<file path="src/rtl/clock_div_prog.sv">
// Multi-channel programmable clock divider.
// Each channel divides clk_in by its own runtime-loadable divisor with a
// near-50% duty cycle and a one-cycle tick per output period. A newly loaded
// divisor waits as "pending" and is applied only at the channel's next period
// boundary, so the output never produces a runt pulse. An LED counter tracks
// channel-0 periods.
module clock_div_prog #(
  parameter int CHANNELS    = 2,
  parameter int DIV_W       = 16,
  parameter int DEFAULT_DIV = 4,
  parameter int LED_W       = 8,
  localparam int CH_W       = (CHANNELS > 1) ? $clog2(CHANNELS) : 1
) (
  input  logic                clk_in,
  input  logic                reset,
  input  logic                en,
  input  logic                load,
  input  logic [CH_W-1:0]     load_ch,
  input  logic [DIV_W-1:0]    load_div,
  output logic [CHANNELS-1:0] clk_out,
  output logic [CHANNELS-1:0] tick,
  output logic [CHANNELS-1:0] pending,
  output logic [LED_W-1:0]    leds
);

  localparam logic [DIV_W-1:0] ONE     = DIV_W'(1);
  localparam logic [DIV_W-1:0] DEF_DIV = DIV_W'(DEFAULT_DIV);
  localparam logic [DIV_W-1:0] DEF_CNT = DIV_W'(DEFAULT_DIV - 1);

  // Number of high cycles in a period of length d: ceil(d/2).
  // Divisors 0 and 1 degenerate to a constant-high output, so the
  // comparison threshold is forced to 1 for them.
  function automatic logic [DIV_W-1:0] high_len(input logic [DIV_W-1:0] d);
    if (d <= ONE) return ONE;
    return d - (d >> 1);
  endfunction

  logic [DIV_W-1:0]    div      [CHANNELS];
  logic [DIV_W-1:0]    cnt      [CHANNELS];
  logic [DIV_W-1:0]    pend_div [CHANNELS];
  logic [DIV_W-1:0]    div_nxt  [CHANNELS];
  logic [DIV_W-1:0]    cnt_nxt  [CHANNELS];
  logic [CHANNELS-1:0] wrap;
  logic [CHANNELS-1:0] sel;

  // Per-channel period boundary detection and next-state values.
  always_comb begin
    for (int i = 0; i < CHANNELS; i++) begin
      wrap[i]    = (div[i] <= ONE) || (cnt[i] == div[i] - ONE);
      div_nxt[i] = (wrap[i] && pending[i]) ? pend_div[i] : div[i];
      cnt_nxt[i] = wrap[i] ? '0 : cnt[i] + ONE;
      // Out-of-range load_ch values match no channel and are dropped here.
      sel[i]     = load && (int'(load_ch) == i);
    end
  end

  // Counter, divisor, pending-load and output registers for all channels.
  always_ff @(posedge clk_in or negedge reset) begin
    if (!reset) begin
      for (int i = 0; i < CHANNELS; i++) begin
        div[i]      <= DEF_DIV;
        cnt[i]      <= DEF_CNT;
        pend_div[i] <= '0;
      end
      clk_out <= '0;
      tick    <= '0;
      pending <= '0;
      leds    <= '0;
    end else begin
      for (int i = 0; i < CHANNELS; i++) begin
        if (en) begin
          cnt[i]     <= cnt_nxt[i];
          div[i]     <= div_nxt[i];
          clk_out[i] <= (cnt_nxt[i] < high_len(div_nxt[i]));
          tick[i]    <= wrap[i];
        end else begin
          tick[i]    <= 1'b0;
        end
        // A load on a wrap edge wins over the clear: the old pending value
        // is consumed by the wrap and the new one stays pending.
        if (sel[i]) begin
          pend_div[i] <= load_div;
          pending[i]  <= 1'b1;
        end else if (en && wrap[i]) begin
          pending[i]  <= 1'b0;
        end
      end
      if (en && wrap[0]) begin
        leds <= leds + LED_W'(1);
      end
    end
  end

endmodule

</file>
<file path="config.mk">
export PLATFORM = sky130hd
export DESIGN_NAME = clock_div_prog
export DESIGN_NICKNAME = d
export VERILOG_FILES = /design/src/rtl/clock_div_prog.sv
export SDC_FILE = /design/constraint.sdc
export NUM_CORES = 1
export LEC_CHECK = 0
export CORE_MARGIN = 1
export CORE_UTILIZATION = 25
export CTS_CLUSTER_SIZE = 10
export DETAILED_ROUTE_END_ITERATION = 8
export SLEW_MARGIN = 0
export SYNTH_ARGS = -nofsm -noshare
export SYNTH_HDL_FRONTEND = slang
export SYNTH_SLANG_ARGS = --single-unit
</file>
<file path="constraint.sdc">
create_clock -name clk_in -period 8.6 [get_ports clk_in]
set_input_delay 2.58 -clock clk_in [delete_from_list [all_inputs] [get_ports clk_in]]
set_output_delay 2.58 -clock clk_in [all_outputs]
set_load 0.05 [all_outputs]
</file>
# Word level (Yosys, flattened, before mapping)
# Cells that the tools add are included.
# totals
elab_cells,57
ff_bits,110
output_inout_bits,14
# classes
n_eq_ne,2
n_reduce_logical,10
add_sub_neg,7
magnitude_cmp,6
mux,20
bitwise,1
# ops
op,n
16-bit 2-to-1 mux,10
"16-bit by 1-bit less-or-equal comparator with 1-bit output, second input constant",4
"16-bit by 1-bit adder with 16-bit output, second input constant",2
16-bit == test,2
16-bit less-than comparator,2
"16-bit by 1-bit subtractor with 16-bit output, second input constant",2
16-bit by 15-bit subtractor with 16-bit output,2
1-bit 2-to-1 mux,10
"8-bit by 1-bit adder with 8-bit output, second input constant",1
1-bit logical AND,6
2-bit nonzero test,2
1-bit logical OR,2
1-bit inverter,1

# Depth between registers and ports, before layout
# Gate-level depths: netlist (run 1).
# depth
ltp_word,11
ltp_mapped,35
depth_no_buf,34

# Worst setup path before layout (run 1)
# Ideal clock, no wire load.
# synth_path
path_kind,flip-flop to flip-flop
startpoint,register div[0] in the netlist's numbering
endpoint,register clk_out[1]
period_less_slack_ns,6.373
setup_slack_ns,2.227
path_stages_with_launch,33
required_time_ns,8.506
arrival_time_ns,6.279
path_cell_list,dfrtp_1 > inv_1 > ha_1 > nor4b_2 > nand2_1 > a211o_1 > a211o_1 > or3_1 > o21ai_2 > buf_6 > buf_2 > mux2i_1 > ha_1 > a21o_1 > a21o_1 > or3_1 > o211ai_1 > a21oi_2 > o41ai_4 > o21bai_1 > xor2_1 > nand2_1 > ha_1 > a21o_1 > a21oi_1 > nor2b_1 > o21ai_0 > nand2b_1 > a21oi_1 > nor2b_1 > o21ai_0 > a31oi_1 > a211oi_1
# synth_between
elab_chain_len,11
word_cells_on_any_way,14
# synth_rtl
item,line,text
from (decl),38,logic [DIV_W-1:0] div [CHANNELS];
"from (signal, indexed assignment)",73,div[i] <= div_nxt[i];
16-bit by 1-bit subtractor with 16-bit output,49,wrap[i] = (div[i] <= ONE) || (cnt[i] == div[i] - ONE);
16-bit == test,49,
1-bit logical OR,49,
1-bit logical AND,50,div_nxt[i] = (wrap[i] && pending[i]) ? pend_div[i] : div[i];
16-bit 2-to-1 mux,50,
16-bit by 1-bit less-or-equal comparator with 1-bit output,34,if (d <= ONE) return ONE;
1-bit 2-to-1 mux,34,
1-bit 2-to-1 mux,71,if (en) begin
16-bit 2-to-1 mux,35,return d - (d >> 1);
16-bit 2-to-1 mux,71,
16-bit less-than comparator (*),74,clk_out[i] <= (cnt_nxt[i] < high_len(div_nxt[i]));
"to (signal, indexed assignment)",74,
to (decl),20,"output logic [CHANNELS-1:0] clk_out,"
# Mark *: on every way between the ends. The rest lies on a longest branch, timed or not. The select of a mux whose other input is x is not followed.
# A chain may end at the register's enable or synchronous reset.

# Worst setup path after layout (run 1)
# Same ends and word-level chain as after synthesis.

==> flow_summary.json, run 1 <==
{
  "status": "finished with violations",
  "failed_checks": "design-rule violations",
  "p_per_area_mw_per_mm2": 216,
  "syn_inst": 1017,
  "clk_pin_slew_worst_paths_ps": 90,
  "grt_pass1_wl_mm": 38.6,
  "tightest_slew_ps": 861,
  "cts-buffers-inserted": 9,
  "post_cts_resized": 0,
  "crit_slowest_cell": "dfrtp_1",
  "comb_power_share_pct": 46.6,
  "die_y_um": 193,
  "num_vias": 7375,
  "final_area_mm2": 0.0102,
  "fp.coreArea_mm2": 0.0357,
  "irDropWorstVdd_uv": 113,
  "p_int_mw": 1.27,
  "io_pins": 35,
  "place_hpwl_mm": 17.9,
  "first_global_vias": 7124,
  "slew_viol_final": 0,
  "cp.arrival_ps": 7310,
  "num-nets-final": 1124,
  "cts.sinks": 110,
  "finalCritPeriodShare_pct": 81.8,
  "clkLatencyLatePin_ps": 380,
  "portBuffers": 34,
  "crit_required_ps": 8870,
  "syn_area_mm2": 0.00913,
  "ys_types": 80,
  "cp_max_fo": 20,
  "cts-htree-levels": 3,
  "postCtsSetupBuffers": 0,
  "fillers": 3799,
  "dp.cells": 1470,
  "areaGrowthSynthToFinish_pct": 11.6,
  "drive_above_1_share_pct": 11.4,
  "finalHoldViolations": 0,
  "place_congestion": 0.877,
  "drtIter0Drc": 522,
  "drc": 10,
  "grt_overflow": 0,
  "ys_seq_area_share_pct": 30.2,
  "wl_mm": 23.4,
  "synth_flop_cell": "dfrtp_1",
  "worstSetupPathType": "reg -> reg",
  "via_per_inst": 4.96,
  "critPathMaxStageDelay_ps": 470,
  "root_buffer": "clkbuf_16",
  "hold-path-endpoint": "leds[7]",
  "setup_viol": 0,
  "fin_worst_skew_ps": 17.2,
  "initial_core_util_pct": 25.5,
  "holdBufCountCts": 0,
  "fmax_ghz": 0.142,
  "setup.worst_path.end_class": "flop",
  "holdPathStages": 1,
  "synth_warnings": 0,
  "first_pass_iters": 7,
  "fin_ws_ps": 1560,
  "fin_crit_ps": 7040,
  "antenna_found_initial": 4,
  "p_leak_nw": 4.20,
  "cts_tree": "done",
  "crit_path_start_kind": "flop",
  "synth_edf_count": 0,
  "slew_headroom_pct": 42.4,
  "grt_usage_pct": 13.0,
  "tns_ps": 0,
  "synth_nets": 1121,
  "num_rows": 69,
  "maxCapViolations": 0,
  "ys_ff_latch": 110,
  "r2r_end": "clk_out[1]",
  "wl_per_cell_um": 15.7,
  "ys_async_sr_fraction_pct": 100,
  "clockPowerShare_pct": 20.3,
  "fp.dieW_um": 193,
  "dp_worst_setup_slack_ps": 1660,
  "r2r_slack_ps": 1560,
  "finalPower_mw": 2.20,
  "switchingPower_mw": 0.935,
  "rsz0062_at_grt": "false",
  "postPlaceCellArea_mm2": 0.00986,
  "power_frac_seq_pct": 33.2,
  "min_from": "leds[7]",
  "final_cells": 1487,
  "grt_max_degree": 74,
  "die_area_mm2": 0.0373,
  "avgSynthCellArea_um2": 8.97,
  "holdCritPathClass": "reg -> reg",
  "rr_startpoint": "div[0]",
  "antenna_left": 0,
  "reg2reg_depth": 31,
  "swShare_pct": 42.5,
  "cts.path.max_buffers": 2
}
==> worst max-delay path by stage <==
stage | start | to | slack [ps]
after floorplan | div[0] | clk_out[1] | 2230
after global placement | div[0] | clk_out[1] | 1800
after detailed placement | div[0] | clk_out[1] | 1660
after CTS | div[0] | clk_out[1] | 1610
after global routing | div[0] | clk_out[1] | 1010
final | div[0] | clk_out[1] | 1560
==> cell usage in the layout (no fill, tap or decap), types with 9 or more instances in the layout <==
cell type        synthesis  layout
and3_1                  14      14
nor2_1                  99      99
nand4_1                 19      19
clkdlybuf4s50_1          0      32
o21ai_0                 24      24
or3_1                   13      13
a31oi_1                 14      14
a21oi_1                 63      63
nor3_1                  26      26
clkbuf_16                0       9
nand2_1                 78      78
ha_1                    81      81
xor2_1                  38      38
nor2b_1                 14      14
xnor2_1                 57      57
nand3_1                 36      36
mux2i_1                 35      35
mux2_2                  61      61
inv_1                   47      47
a21o_1                  17      17
dfrtp_1                104     104
nor4_1                  11      11
==> per-stage QoR <==
| step | utilization [%] | hold slack [ps] |
|---|---|---|
| 4_1_cts | 28.5 | 500 |
| 2_1_floorplan | - | 479 |
| 5_1_grt | 28.5 | 513 |
| 6_report | 28.5 | 486 |
| 3_5_place_dp | 27.6 | 484 |
| 3_3_place_gp | 27.6 | 463 |
==> cells by family after synthesis <==
family	share of synthesized area [%]
AND/OR/NAND/NOR	19.8
AO/OA/AOI/OAI	13.6
flip-flops	30.2
multiplexers	11.5
XOR/XNOR	9.12
buffers and inverters	4.21
adder cells (fa/ha/maj)	11.5
==> routing by layer <==
layer	wire (um)	share of wire, %	track usage, %	up-vias
met5	23	0.098	0	-
met4	371	1.6	3.61	4
met3	1250	5.3	2.43	25
met2	10400	45	20.3	155
met1	11300	48	18.1	3582
li1	-	-	-	3609
==> sequential cells by signal, summed over array words and instances (netlist names) <==
| name | cells |
|---|---|
| pending | 2 |
| cnt | 32 |
| clk_out | 2 |
| tick | 2 |
| pend_div | 32 |
| leds | 8 |
| div | 32 |
==> power by group through the flow <==
stage,clock network (mW),registers [mW],logic [mW]
floorplan,0,0.663,0.835
global route,0.483,0.745,1.16
global placement,0,0.735,0.988
CTS,0.462,0.728,1.03
detailed placement,0,0.738,1.02
finish,0.446,0.730,1.02
==> area by class of cell <==
type | instances | area (um^2) | area share (%)
antenna | 1 | 2.50 | 0.0246
tap | 461 | 577 | 5.67
clock buffer | 9 | 225 | 2.21
inverter | 48 | 181 | 1.78
multi-input combinational | 813 | 5980 | 58.8
sequential | 110 | 2760 | 27.1
clock inverter | 7 | 87.6 | 0.860
timing repair buffer | 38 | 365 | 3.59
==> cells in the mapped netlist, types with 17 or more instances <==
| library cell | count | area (um^2) |
|---|---|---|
| mux2i_1 | 35 | 350 |
| nand4_1 | 19 | 119 |
| nor2_1 | 99 | 372 |
| o21ai_0 | 24 | 120 |
| a21o_1 | 17 | 128 |
| dfrtp_1 | 104 | 2600 |
| clkbuf_1 | 31 | 116 |
| a21oi_1 | 63 | 315 |
| nor3_1 | 26 | 130 |
| nand3_1 | 36 | 180 |
| xor2_1 | 38 | 333 |
| xnor2_1 | 57 | 499 |
| mux2_2 | 61 | 687 |
| nand2_1 | 78 | 293 |
| ha_1 | 81 | 1010 |
| inv_1 | 47 | 176 |
==> worst max-delay path, delay by kind of cell, from the launching register on <==
kind                       cells  cell delay, ps
DFF                            1             470
muxes                          1             440
xor gates and xnor gates       1             140
AOI/OAI and AO/OA             16            3070
buffers and inverters          2             440
and+or+nand+nor                8            1530
adders and majority gates      3             840
Power figures use the tool's default switching activity.
==> inputs of run 2 (changes only) <==
==> constraint.sdc (replaced) <==
create_clock -name clk_in -period 6.9 [get_ports clk_in]
set_input_delay 2.07 -clock clk_in [delete_from_list [all_inputs] [get_ports clk_in]]
set_output_delay 2.07 -clock clk_in [all_outputs]
set_load 0.05 [all_outputs]
==> flow_summary.json, run 2 (same netlist as run 1, synthesis figures left out) <==
{
  "status": "finished with violations",
  "failed_checks": "design-rule violations",
  "holdCritPathClass": "reg -> reg",
  "initial_core_util_pct": 25.5,
  "place_congestion": 0.892,
  "portBuffers": 34,
  "grt_pass1_wl_mm": 37.5,
  "diodes": 0,
  "largestRegisters": "cnt x32, div x32, pend_div x32",
  "first_global_vias": 7182,
  "clk_pin_slew_worst_paths_ps": 80,
  "mostFrequentLayoutCell": "dfrtp_1",
  "num_vias": 7434,
  "drtIter0Drc": 450,
  "fin_ws_ps": 319,
  "fmax_ghz": 0.152,
  "holdBufCountCts": 0,
  "first_pass_iters": 7,
  "fp.coreArea_mm2": 0.0357,
  "via_per_inst": 4.96,
  "cp_max_fo": 5,
  "cts.path.max_buffers": 2,
  "root_buffer": "clkbuf_16",
  "antenna_found_initial": 3,
  "die_area_mm2": 0.0373,
  "slew_headroom_pct": 42.2,
  "p_per_area_mw_per_mm2": 265,
  "cp.arrival_ps": 6850,
  "worstSetupPathType": "reg -> reg",
  "setup_viol": 0,
  "cts.sinks": 110,
  "p_leak_nw": 4.28,
  "dp_worst_setup_slack_ps": 154,
  "dp.cells": 1478,
  "grt_max_degree": 75,
  "antenna_left": 0,
  "drc": 5,
  "met2_wirelength_mm": 10.1,
  "worst_path_most_repeated_cell": "a21o_1",
  "crit_slowest_cell": "dfrtp_2",
  "finalHoldViolations": 0,
  "regArea_mm2": 0.00276,
  "critPathMaxStageDelay_ps": 450,
  "num-nets-final": 1137,
  "tightest_slew_ps": 846,
  "wl_per_cell_um": 15.3,
  "slew_viol_final": 0,
  "grt_overflow": 0,
  "wl_met1_mm": 11.3,
  "layout_common_cells": "dfrtp_1, nor2_1, ha_1",
  "place_hpwl_mm": 17.8,
  "multi_input_area_mm2": 0.00603,
  "r2r_slack_ps": 320,
  "fillers": 3809,
  "cts_tree": "done",
  "setup.worst_path.end_class": "flop",
  "io_pins": 35,
  "final_area_mm2": 0.0103,
  "areaGrowthSynthToFinish_pct": 13.0,
  "die_y_um": 193,
  "irDropWorstVdd_uv": 144,
  "grt_usage_pct": 12.6,
  "wl_mm": 23.0,
  "cts-buffers-inserted": 9,
  "whs_ps": 472,
  "fp.dieW_um": 193,
  "finalCritPeriodShare_pct": 95.4,
  "drive_above_1_share_pct": 13.3,
  "fin_crit_ps": 6580,
  "num_rows": 69,
  "final_cells": 1499,
  "highest_layer": "met5",
  "crit_required_ps": 7170,
  "maxCapViolations": 0,
  "route.met3.wl_mm": 1.04,
  "crit_path_start_kind": "flop",
  "fin_worst_skew_ps": 15.8,
  "clkLatencyLatePin_ps": 370,
  "cts-htree-levels": 3,
  "postPlaceCellArea_mm2": 0.00992,
  "finalPower_mw": 2.73
}
## run 2: cell types whose count changed in the layout (fill, tap and decap cells not counted), sizes merged
cell / before / now
buf: 6 / 19
clkbuf: 9 / 10
clkinv: 4 / 3
clkinvlp: 1 / 0
diode: 1 / 0
inv: 50 / 51
## run 2: final timing paths
path                       cells past startpoint    start          to
max in group asynchronous                      2    reset      div[9]
min                                            1  leds[7]     leds[7]
min in group asynchronous                      1    reset     cnt[20]
min reg2reg                                    1  leds[7]     leds[7]
max reg2reg                                   32   div[1]  clk_out[1]
max                                           32   div[1]  clk_out[1]
## run 2: timing repair
item                                    in CTS  in global routing
gates resized for setup                      0                 11
buffers inserted                             0                  5
endpoints found under the setup margin       0                  1
## run 2: worst max-delay path, delay by kind of cell, from the launching register on
kind / cells / cell delay, ps
DFF: 1 / 450
and+or+nand+nor: 8 / 1410
muxes: 1 / 230
AOI/OAI and AO/OA: 16 / 3070
xor gates and xnor gates: 1 / 140
adders and majority gates: 3 / 810
buffers and inverters: 3 / 370
## run 2: routing by layer
metal	global-route usage (%)	up-vias
met3	2.39	35
met4	3.91	6
met2	19.7	150
met5	0	-
li1	-	3642
met1	17.6	3601
## run 2: through the flow
| step | util [%] | TNS, ps |
|---|---|---|
| final | 28.8 | 0 |
| after global routing | 28.8 | -55.2 |
| after CTS | 28.6 | 0 |
| after detailed placement | 27.8 | 0 |
| after global placement | 27.8 | 0 |
| after floorplan | - | 0 |
## run 2: cell type report
type,instances,area share (%)
clock buffers,10,2.32
flip-flops and latches,110,26.8
well taps,461,5.59
repair buffers,51,4.49
inverters,48,1.76
clock inverters,6,0.583
multi-input cells,813,58.5
## run 2: power by group
part / leakage [nW] / internal, mW / total, mW / switching (mW)
logic: 2.84 / 0.587 / 1.28 / 0.696
registers: 1.29 / 0.743 / 0.908 / 0.165
clock network: 0.149 / 0.266 / 0.541 / 0.275
total: 4.28 / 1.60 / 2.73 / 1.14
